[config.mk]
export PLATFORM = sky130hd
export DESIGN_NAME = seq_alu_flat
export DESIGN_NICKNAME = d
export VERILOG_FILES = /design/src/rtl/seq_alu_pkg.sv /design/src/rtl/seq_alu_if.sv /design/src/rtl/seq_alu_muldiv_iter.sv /design/src/rtl/seq_alu.sv /design/src/flat_wrapper.sv
export SDC_FILE = /design/constraint.sdc
export NUM_CORES = 1
export LEC_CHECK = 0
export CORE_ASPECT_RATIO = 0.6
export CORE_MARGIN = 4
export CORE_UTILIZATION = 45
export CTS_CLUSTER_SIZE = 8
export DETAILED_ROUTE_END_ITERATION = 6
export GPL_TIMING_DRIVEN = 0
export PLACE_DENSITY = 0.67
export SLEW_MARGIN = 20
export SYNTH_ARGS = -nofsm -noshare
export SYNTH_HDL_FRONTEND = slang
export SYNTH_SLANG_ARGS = --single-unit
[constraint.sdc]
create_clock -name clk -period 2.85 [get_ports clk]
set_input_delay 0.4275 -clock clk [delete_from_list [all_inputs] [get_ports clk]]
set_output_delay 0.4275 -clock clk [all_outputs]
set_load 0.01 [all_outputs]
[src/rtl/seq_alu_pkg.sv]
// -----------------------------------------------------------------------------
// seq_alu_pkg
// Shared definitions for the sequential ALU: opcode encodings, the
// controller state type and the decode of multi-cycle opcodes.
// Build option: SEQ_ALU_DIV_EN -- when defined, DIVU is a multi-cycle op;
// otherwise 1010 falls through to the invalid-opcode path.
// -----------------------------------------------------------------------------
package seq_alu_pkg;

  localparam logic [3:0] OP_AND  = 4'b0000;
  localparam logic [3:0] OP_OR   = 4'b0001;
  localparam logic [3:0] OP_ADD  = 4'b0010;
  localparam logic [3:0] OP_SLTU = 4'b0101;
  localparam logic [3:0] OP_SUB  = 4'b0110;
  localparam logic [3:0] OP_SLT  = 4'b0111;
  localparam logic [3:0] OP_MULU = 4'b1000;
  localparam logic [3:0] OP_DIVU = 4'b1010;

  typedef enum logic {
    IDLE = 1'b0,
    BUSY = 1'b1
  } state_e;

  // True for opcodes that run on the iterative multiply/divide engine.
  function automatic logic is_long_op(input logic [3:0] f);
    logic long_v;
    long_v = (f == OP_MULU);
`ifdef SEQ_ALU_DIV_EN
    long_v = long_v || (f == OP_DIVU);
`endif
    return long_v;
  endfunction

endpackage

[src/rtl/seq_alu_if.sv]
// -----------------------------------------------------------------------------
// seq_alu_if
// Request/result bundle between the multicycle controller (master) and the
// sequential ALU (slave).
//   start, F, A, B            : request, sampled by the ALU while ready=1
//   ready                     : ALU idle, a start will be accepted
//   done                      : one-cycle pulse, results valid from this cycle
//   Y, HI, Zero, Ovf, Dbz     : registered results and flags
// -----------------------------------------------------------------------------
interface seq_alu_if #(
  parameter int WIDTH = 32
) ();

  logic             start;
  logic [3:0]       F;
  logic [WIDTH-1:0] A;
  logic [WIDTH-1:0] B;
  logic             ready;
  logic             done;
  logic [WIDTH-1:0] Y;
  logic [WIDTH-1:0] HI;
  logic             Zero;
  logic             Ovf;
  logic             Dbz;

  modport master (
    output start, F, A, B,
    input  ready, done, Y, HI, Zero, Ovf, Dbz
  );

  modport slave (
    input  start, F, A, B,
    output ready, done, Y, HI, Zero, Ovf, Dbz
  );

endinterface

[src/rtl/seq_alu_muldiv_iter.sv]
// -----------------------------------------------------------------------------
// muldiv_iter
// Iterative unsigned multiply (shift-add) and restoring divide engine sharing
// one {hi,lo} shift register, one WIDTH-bit adder/subtractor and a counter.
//   clk, reset_n : clock, asynchronous active-low reset (aborts any run)
//   go           : load a, b, op and start a WIDTH-step run
//   op           : 1 = DIVU, 0 = MULU (sampled with go)
//   a, b         : multiplicand/multiplier or dividend/divisor
//   lo, hi       : value the shift register takes at the next step; on the
//                  edge where fin=1 this is the final product/quotient pair
//   dbz          : divisor of the current run was zero
//   fin          : the upcoming edge performs the last step
// Build option: SEQ_ALU_DIV_EN -- compiles in the division step and dbz.
// -----------------------------------------------------------------------------
module muldiv_iter
  import seq_alu_pkg::*;
#(
  parameter int WIDTH = 32,
  parameter int CW    = $clog2(WIDTH) + 1
) (
  input  logic             clk,
  input  logic             reset_n,
  input  logic             go,
  input  logic             op,
  input  logic [WIDTH-1:0] a,
  input  logic [WIDTH-1:0] b,
  output logic [WIDTH-1:0] lo,
  output logic [WIDTH-1:0] hi,
  output logic             dbz,
  output logic             fin
);

  localparam logic [CW-1:0] CNT_ZERO = {CW{1'b0}};
  localparam logic [CW-1:0] CNT_ONE  = {{(CW-1){1'b0}}, 1'b1};
  localparam logic [CW-1:0] CNT_LOAD = CW'(WIDTH);

  logic [CW-1:0]    cnt_q, cnt_d;
  logic [WIDTH-1:0] lo_q, lo_d;
  logic [WIDTH-1:0] hi_q, hi_d;
  logic [WIDTH-1:0] b_q, b_d;

  logic [WIDTH:0]   sum_s;
  logic [WIDTH-1:0] mul_hi_s, mul_lo_s;
  logic [WIDTH-1:0] hi_step_s, lo_step_s;

  // Shift-add multiply step: add b into hi when the current multiplier bit
  // (lo[0]) is set, then shift the WIDTH+1-bit sum and lo right by one.
  always_comb begin
    if (lo_q[0]) begin
      sum_s = {1'b0, hi_q} + {1'b0, b_q};
    end else begin
      sum_s = {1'b0, hi_q};
    end
    mul_hi_s = sum_s[WIDTH:1];
    mul_lo_s = {sum_s[0], lo_q[WIDTH-1:1]};
  end

`ifdef SEQ_ALU_DIV_EN
  logic             div_q, div_d;
  logic             dbz_q, dbz_d;
  logic [WIDTH:0]   rem_sh_s;
  logic [WIDTH-1:0] trial_s;
  logic [WIDTH-1:0] div_hi_s, div_lo_s;

  // Restoring divide step: shift the next dividend bit into the remainder,
  // subtract the divisor when it fits and shift the quotient bit into lo.
  // A zero divisor always "fits", giving an all-ones quotient and HI = A.
  always_comb begin
    rem_sh_s = {hi_q, lo_q[WIDTH-1]};
    trial_s  = rem_sh_s[WIDTH-1:0] - b_q;
    if (rem_sh_s >= {1'b0, b_q}) begin
      div_hi_s = trial_s;
      div_lo_s = {lo_q[WIDTH-2:0], 1'b1};
    end else begin
      div_hi_s = rem_sh_s[WIDTH-1:0];
      div_lo_s = {lo_q[WIDTH-2:0], 1'b0};
    end
  end

  // Select which engine step drives the shift register.
  always_comb begin
    if (div_q) begin
      hi_step_s = div_hi_s;
      lo_step_s = div_lo_s;
    end else begin
      hi_step_s = mul_hi_s;
      lo_step_s = mul_lo_s;
    end
  end

  // Next state of the divide-only bookkeeping.
  always_comb begin
    div_d = div_q;
    dbz_d = dbz_q;
    if (go) begin
      div_d = op;
      dbz_d = (b == {WIDTH{1'b0}});
    end else begin
      div_d = div_q;
      dbz_d = dbz_q;
    end
  end

  // Divide-only registers.
  always_ff @(posedge clk or negedge reset_n) begin
    if (!reset_n) begin
      div_q <= 1'b0;
      dbz_q <= 1'b0;
    end else begin
      div_q <= div_d;
      dbz_q <= dbz_d;
    end
  end

  assign dbz = dbz_q;
`else
  logic unused_op_s;

  // Only the multiply step exists in this build.
  always_comb begin
    hi_step_s = mul_hi_s;
    lo_step_s = mul_lo_s;
  end

  assign unused_op_s = op;
  assign dbz         = 1'b0;
`endif

  // Load on go, otherwise step while the counter is non-zero.
  always_comb begin
    cnt_d = cnt_q;
    lo_d  = lo_q;
    hi_d  = hi_q;
    b_d   = b_q;
    if (go) begin
      cnt_d = CNT_LOAD;
      lo_d  = a;
      hi_d  = {WIDTH{1'b0}};
      b_d   = b;
    end else if (cnt_q != CNT_ZERO) begin
      cnt_d = cnt_q - CNT_ONE;
      lo_d  = lo_step_s;
      hi_d  = hi_step_s;
    end else begin
      cnt_d = cnt_q;
    end
  end

  // Shift register, operand and counter state.
  always_ff @(posedge clk or negedge reset_n) begin
    if (!reset_n) begin
      cnt_q <= CNT_ZERO;
      lo_q  <= {WIDTH{1'b0}};
      hi_q  <= {WIDTH{1'b0}};
      b_q   <= {WIDTH{1'b0}};
    end else begin
      cnt_q <= cnt_d;
      lo_q  <= lo_d;
      hi_q  <= hi_d;
      b_q   <= b_d;
    end
  end

  assign lo  = lo_step_s;
  assign hi  = hi_step_s;
  assign fin = (cnt_q == CNT_ONE);

endmodule

[src/rtl/seq_alu.sv]
// -----------------------------------------------------------------------------
// seq_alu
// Registered ALU for the multicycle MIPS datapath. Single-cycle ops (AND, OR,
// ADD, SUB, SLT, SLTU) complete on the accepting edge; MULU/DIVU run WIDTH
// steps on muldiv_iter while ready is low.
//   clk     : clock, rising edge
//   reset_n : asynchronous active-low reset; aborts a running operation
//   bus     : seq_alu_if slave (start/F/A/B in; ready/done/Y/HI/flags out)
// Build option: SEQ_ALU_DIV_EN -- enables DIVU and the Dbz flag; without it
// 1010 is an invalid opcode and Dbz stays 0.
// -----------------------------------------------------------------------------
module seq_alu
  import seq_alu_pkg::*;
#(
  parameter int WIDTH = 32,
  parameter int CW    = $clog2(WIDTH) + 1
) (
  input  logic        clk,
  input  logic        reset_n,
  seq_alu_if.slave    bus
);

  localparam logic [WIDTH-1:0] ZERO_W = {WIDTH{1'b0}};

  state_e           state_q, state_d;
  logic [WIDTH-1:0] y_q, y_d;
  logic [WIDTH-1:0] hi_q, hi_d;
  logic             zero_q, zero_d;
  logic             ovf_q, ovf_d;
  logic             dbz_q, dbz_d;
  logic             done_q, done_d;

  logic [WIDTH-1:0] sum_s, diff_s, res_s;
  logic             ovf_add_s, ovf_sub_s, res_ovf_s;
  logic             long_s, go_s, op_div_s;
  logic [WIDTH-1:0] md_lo_s, md_hi_s;
  logic             md_dbz_s, md_fin_s;

  assign long_s   = is_long_op(bus.F);
  assign op_div_s = (bus.F == OP_DIVU);

  muldiv_iter #(
    .WIDTH (WIDTH),
    .CW    (CW)
  ) u_muldiv (
    .clk     (clk),
    .reset_n (reset_n),
    .go      (go_s),
    .op      (op_div_s),
    .a       (bus.A),
    .b       (bus.B),
    .lo      (md_lo_s),
    .hi      (md_hi_s),
    .dbz     (md_dbz_s),
    .fin     (md_fin_s)
  );

  // Single-cycle datapath. Signed overflow: operands of equal sign for ADD
  // (opposite sign for SUB) producing a result whose sign differs from A.
  always_comb begin
    sum_s     = bus.A + bus.B;
    diff_s    = bus.A - bus.B;
    ovf_add_s = (bus.A[WIDTH-1] == bus.B[WIDTH-1]) && (sum_s[WIDTH-1] != bus.A[WIDTH-1]);
    ovf_sub_s = (bus.A[WIDTH-1] != bus.B[WIDTH-1]) && (diff_s[WIDTH-1] != bus.A[WIDTH-1]);
    res_ovf_s = 1'b0;
    case (bus.F)
      OP_AND:  res_s = bus.A & bus.B;
      OP_OR:   res_s = bus.A | bus.B;
      OP_ADD: begin
        res_s     = sum_s;
        res_ovf_s = ovf_add_s;
      end
      OP_SUB: begin
        res_s     = diff_s;
        res_ovf_s = ovf_sub_s;
      end
      OP_SLT:  res_s = {{(WIDTH-1){1'b0}}, diff_s[WIDTH-1] ^ ovf_sub_s};
      OP_SLTU: res_s = {{(WIDTH-1){1'b0}}, (bus.A < bus.B)};
      default: res_s = ZERO_W;
    endcase
  end

  // FSM state register.
  always_ff @(posedge clk or negedge reset_n) begin
    if (!reset_n) begin
      state_q <= IDLE;
    end else begin
      state_q <= state_d;
    end
  end

  // FSM next state: long ops park in BUSY until the engine's last step.
  always_comb begin
    state_d = state_q;
    case (state_q)
      IDLE: begin
        if (bus.start && long_s) begin
          state_d = BUSY;
        end else begin
          state_d = IDLE;
        end
      end
      BUSY: begin
        if (md_fin_s) begin
          state_d = IDLE;
        end else begin
          state_d = BUSY;
        end
      end
      default: state_d = IDLE;
    endcase
  end

  // FSM outputs: next values of the result registers and the engine launch.
  always_comb begin
    y_d    = y_q;
    hi_d   = hi_q;
    zero_d = zero_q;
    ovf_d  = ovf_q;
    dbz_d  = dbz_q;
    done_d = 1'b0;
    go_s   = 1'b0;
    case (state_q)
      IDLE: begin
        if (bus.start && long_s) begin
          go_s = 1'b1;
        end else if (bus.start) begin
          done_d = 1'b1;
          y_d    = res_s;
          zero_d = (res_s == ZERO_W);
          ovf_d  = res_ovf_s;
        end else begin
          done_d = 1'b0;
        end
      end
      BUSY: begin
        if (md_fin_s) begin
          done_d = 1'b1;
          y_d    = md_lo_s;
          hi_d   = md_hi_s;
          zero_d = (md_lo_s == ZERO_W);
          ovf_d  = 1'b0;
          dbz_d  = dbz_from_engine(dbz_q);
        end else begin
          done_d = 1'b0;
        end
      end
      default: begin
        done_d = 1'b0;
      end
    endcase
  end

`ifdef SEQ_ALU_DIV_EN
  logic div_run_q;

  // Remembers whether the running long op is a DIVU so Dbz only moves then.
  always_ff @(posedge clk or negedge reset_n) begin
    if (!reset_n) begin
      div_run_q <= 1'b0;
    end else if (go_s) begin
      div_run_q <= op_div_s;
    end else begin
      div_run_q <= div_run_q;
    end
  end

  function automatic logic dbz_from_engine(input logic cur);
    return div_run_q ? md_dbz_s : cur;
  endfunction
`else
  logic unused_dbz_s;
  assign unused_dbz_s = md_dbz_s;

  function automatic logic dbz_from_engine(input logic cur);
    return cur;
  endfunction
`endif

  // Result and flag registers.
  always_ff @(posedge clk or negedge reset_n) begin
    if (!reset_n) begin
      y_q    <= ZERO_W;
      hi_q   <= ZERO_W;
      zero_q <= 1'b1;
      ovf_q  <= 1'b0;
      dbz_q  <= 1'b0;
      done_q <= 1'b0;
    end else begin
      y_q    <= y_d;
      hi_q   <= hi_d;
      zero_q <= zero_d;
      ovf_q  <= ovf_d;
      dbz_q  <= dbz_d;
      done_q <= done_d;
    end
  end

  assign bus.ready = (state_q == IDLE);
  assign bus.done  = done_q;
  assign bus.Y     = y_q;
  assign bus.HI    = hi_q;
  assign bus.Zero  = zero_q;
  assign bus.Ovf   = ovf_q;
  assign bus.Dbz   = dbz_q;

endmodule

[src/flat_wrapper.sv]
// flat-port wrapper written by rule: the top's interface ports become plain ports
module seq_alu_flat import seq_alu_pkg::*;
#(
  parameter int WIDTH = 32,
  parameter int CW    = $clog2(WIDTH) + 1
)
  (clk, reset_n, bus_start, bus_F, bus_A, bus_B, bus_ready, bus_done, bus_Y, bus_HI, bus_Zero, bus_Ovf, bus_Dbz);
  seq_alu_if #(.WIDTH(WIDTH)) bus_i ();
  input  logic clk;
  input  logic reset_n;
  input wire logic [$bits(bus_i.start)-1:0] bus_start;
  input wire logic [$bits(bus_i.F)-1:0] bus_F;
  input wire logic [$bits(bus_i.A)-1:0] bus_A;
  input wire logic [$bits(bus_i.B)-1:0] bus_B;
  output wire logic [$bits(bus_i.ready)-1:0] bus_ready;
  output wire logic [$bits(bus_i.done)-1:0] bus_done;
  output wire logic [$bits(bus_i.Y)-1:0] bus_Y;
  output wire logic [$bits(bus_i.HI)-1:0] bus_HI;
  output wire logic [$bits(bus_i.Zero)-1:0] bus_Zero;
  output wire logic [$bits(bus_i.Ovf)-1:0] bus_Ovf;
  output wire logic [$bits(bus_i.Dbz)-1:0] bus_Dbz;
  assign bus_i.start = bus_start;
  assign bus_i.F = bus_F;
  assign bus_i.A = bus_A;
  assign bus_i.B = bus_B;
  assign bus_ready = bus_i.ready;
  assign bus_done = bus_i.done;
  assign bus_Y = bus_i.Y;
  assign bus_HI = bus_i.HI;
  assign bus_Zero = bus_i.Zero;
  assign bus_Ovf = bus_i.Ovf;
  assign bus_Dbz = bus_i.Dbz;
  seq_alu #(.WIDTH(WIDTH), .CW(CW)) u_core (.clk(clk), .reset_n(reset_n), .bus(bus_i));
endmodule
==> results.json <==
{
  "status": "finished, violations left",
  "violations": "negative setup slack",
  "finalSetupViolations": 28,
  "synth_flop_cell": "dfrtp_1",
  "drive_gt1_share_pct": 22.7,
  "peakVddDrop_mv": 0.576,
  "skew_ns": 0.00805,
  "antenna_found_initial": 0,
  "fill_cells": 2766,
  "ys_ff_latch": 170,
  "routedWlPerCell_um": 24.7,
  "synth_common_cells": "nand2_1, nor2_1, dfrtp_1",
  "die_h_um": 146,
  "synthTopCellsByArea": "dfrtp_1, ha_1, nand2_1",
  "pwr_density_cell_nw_per_um2": 786,
  "path_class": "primary input to flop",
  "grt.total_usage_pct": 34.2,
  "synth_top_cell_area_share_pct": 29.7,
  "end_kind": "flop",
  "leakagePower_nw": 8.54,
  "grt_pass1_wl_mm": 91.8,
  "rsz0062_at_grt": "true",
  "post_dp_cell_area_um2": 16500,
  "nets": 2262,
  "synth_warnings": 0,
  "via_count": 15700,
  "setup_slack_ns": -1.26,
  "numCtsBuffers": 17,
  "cts.clk_slew.worst_paths_ns": 0.07,
  "clock_path_buffers": 2,
  "finalNonFillerCells": 2478,
  "yosys.area.top_type": "dfrtp_1",
  "min_path_type": "primary input to flop",
  "async_flop_share_pct": 100,
  "hold_violations": 0,
  "hold_slack_ns": 0.275,
  "arrival_ns": 4.47,
  "finalSetupTns_ns": -9.04,
  "fp.dieW_um": 238,
  "post-dp-hpwl_mm": 46.7,
  "critical_path_required_ns": 3.21,
  "regArea_um2": 4260,
  "place_ws_ns": -2.80,
  "yosysUniqueCellTypes": 88,
  "tightest_slew_ns": 1.06,
  "dieArea_um2": 34700,
  "final.period_utilization_pct": 144,
  "period_minus_slack_ns": 4.11,
  "dp.cells": 2357,
  "htree_num_levels": 4,
  "yosysMostFrequentCell": "nand2_1",
  "avgSynthCellArea_um2": 7.91,
  "n_antenna_cell": 0,
  "cts_tree": "built",
  "multiInputGateArea_um2": 10800,
  "antenna_left": 0,
  "rows": 50,
  "grt_pass1_vias": 14700,
  "synth-edff-count": 0,
  "slew_viol_final": 0,
  "drc": 0,
  "ys_seq_area_share_pct": 29.8,
  "core_um2": 31200,
  "overflow": 0,
  "finalInstanceArea_um2": 19500,
  "worstPathMaxFanout": 5,
  "syn_nets": 2015,
  "via_per_inst": 6.33,
  "initial_core_util_pct": 45.7,
  "cts.sinks": 170,
  "clkLatencyLatePin_ns": 0.45,
  "grt_max_degree": 95,
  "worst_setup_path_start_kind": "primary input",
  "io_pins": 140,
  "drv_cap": 0,
  "wl_mm": 61.2,
  "drt-initial-drc-count": 1784,
  "max_freq_ghz": 0.243,
  "slew-limit-headroom_pct": 29.6,
  "drt_pass1_iterations": 6,
  "post-route-util_pct": 62.6,
  "areaGrowthSynthToFinish_pct": 37.0,
  "total_power_mw": 15.4,
  "syn_area_um2": 14300,
  "netlist_instances": 1803,
  "root_buffer": "clkbuf_16",
  "io_buffers": 137,
  "gp_congestion": 0.998
}
timing repair:
item / 4_1_cts / 5_1_grt
pin swaps: 71 / 69
hold endpoints to repair: 37 / 0
resized for setup: 485 / 118
buffers inserted: 75 / 29
endpoints found under the setup margin: 87 / 76
hold buffers: 1 / 0
area by class of cell:
| cell class | instances | area share (%) |
|---|---|---|
| inverter | 114 | 2.58 |
| buffer | 93 | 3.09 |
| timing repair buffer | 241 | 11.8 |
| clock buffer | 20 | 2.29 |
| tap | 416 | 2.66 |
| clock inverter | 11 | 0.628 |
| sequential | 170 | 21.8 |
| multi-input combinational | 1413 | 55.2 |
kinds of logic after synthesis:
logic type                 Yosys count  synth area share, %
xor gates and xnor gates            37                 2.27
other                                1               0.0263
adders and majority gates          141                 12.6
buffers and inverters              220                 6.01
muxes                               53                 3.75
and+or+nand+nor                    602                 19.0
AOI/OAI and AO/OA                  579                 26.5
DFF                                170                 29.8
critical path, cell delays in order:
cell and delay, ns:
buf_4 0.14, inv_2 0.07, ha_4 0.20, buf_4 0.14
inv_1 0.15, a21oi_1 0.10, o31ai_2 0.35, a21oi_2 0.16
and2_4 0.20, o31a_1 0.29, o21bai_2 0.19, a21oi_2 0.09
o21ai_1 0.12, a21o_1 0.17, fa_2 0.22, o22ai_2 0.07
nand3b_1 0.12, o211ai_1 0.10, a41oi_2 0.21, nand4_1 0.18
nor4_4 0.35, nand4b_1 0.15, o31ai_2 0.25
report_power, final:
part / internal [mW] / switching [mW] / leakage [nW] / total (mW)
combinational: 3.78 / 4.74 / 6.16 / 8.52
clock: 1.31 / 1.04 / 0.280 / 2.35
sequential: 3.49 / 0.998 / 2.11 / 4.49
total: 8.59 / 6.78 / 8.54 / 15.4
final timing paths:
path	start	to	slack, ns	cells after the start
worst max-delay path	bus_A[8]	u_core.bus.Zero	-1.26	23
worst min-delay path	bus_A[4]	u_core.u_muldiv.lo_q[4]	0.28	3
worst max register to register	u_core.u_muldiv.cnt_q[2]	u_core.bus.Zero	-0.67	10
worst min register to register	u_core.bus.HI[22]	u_core.bus.HI[22]	0.48	2
max in group asynchronous	reset_n	u_core.u_muldiv.b_q[8]	1.43	3
min in group asynchronous	reset_n	u_core.u_muldiv.hi_q[27]	0.53	2
sequential cells by signal, indices dropped and copies added (netlist names):
name / cells
u_core.bus.done: 1
u_core.state_q: 1
u_core.u_muldiv.lo_q: 32
u_core.u_muldiv.b_q: 32
u_core.bus.Ovf: 1
u_core.bus.Zero: 1
u_core.bus.Y: 32
u_core.u_muldiv.cnt_q: 6
u_core.u_muldiv.hi_q: 32
u_core.bus.HI: 32
cells in the final DEF (no fill, tap or decap), types with 11 or more instances in the layout:
master,Yosys,routed
mux2i_1,50,48
nand4_1,13,13
nand2b_1,13,11
a21o_1,34,34
a211oi_1,36,29
a31oi_1,49,44
nand3_1,26,21
a21oi_2,0,20
buf_6,2,26
a21oi_1,149,122
inv_1,111,67
o21ai_1,3,24
o21bai_1,16,12
buf_2,7,11
nor2_1,196,185
nand2_1,226,223
ha_4,0,34
inv_2,1,27
clkdlybuf4s50_1,0,86
clkbuf_16,0,20
inv_4,0,11
ha_1,137,96
nor4_1,23,16
buf_4,2,94
o211ai_1,16,16
nor3_1,25,21
xnor2_1,27,27
dfrtp_1,169,169
clkbuf_1,84,49
and3_1,12,12
o21ai_0,133,106
routing by layer:
metal	share of wire [%]	up-vias	global-route usage, %	wire [µm]
met1	47	7686	54.3	28500
met5	0	-	0	0
met4	1.9	0	6.45	1160
met3	12	83	8.94	7510
li1	-	6984	-	-
met2	39	931	46.1	24000
(Power assumes the default switching activity.)
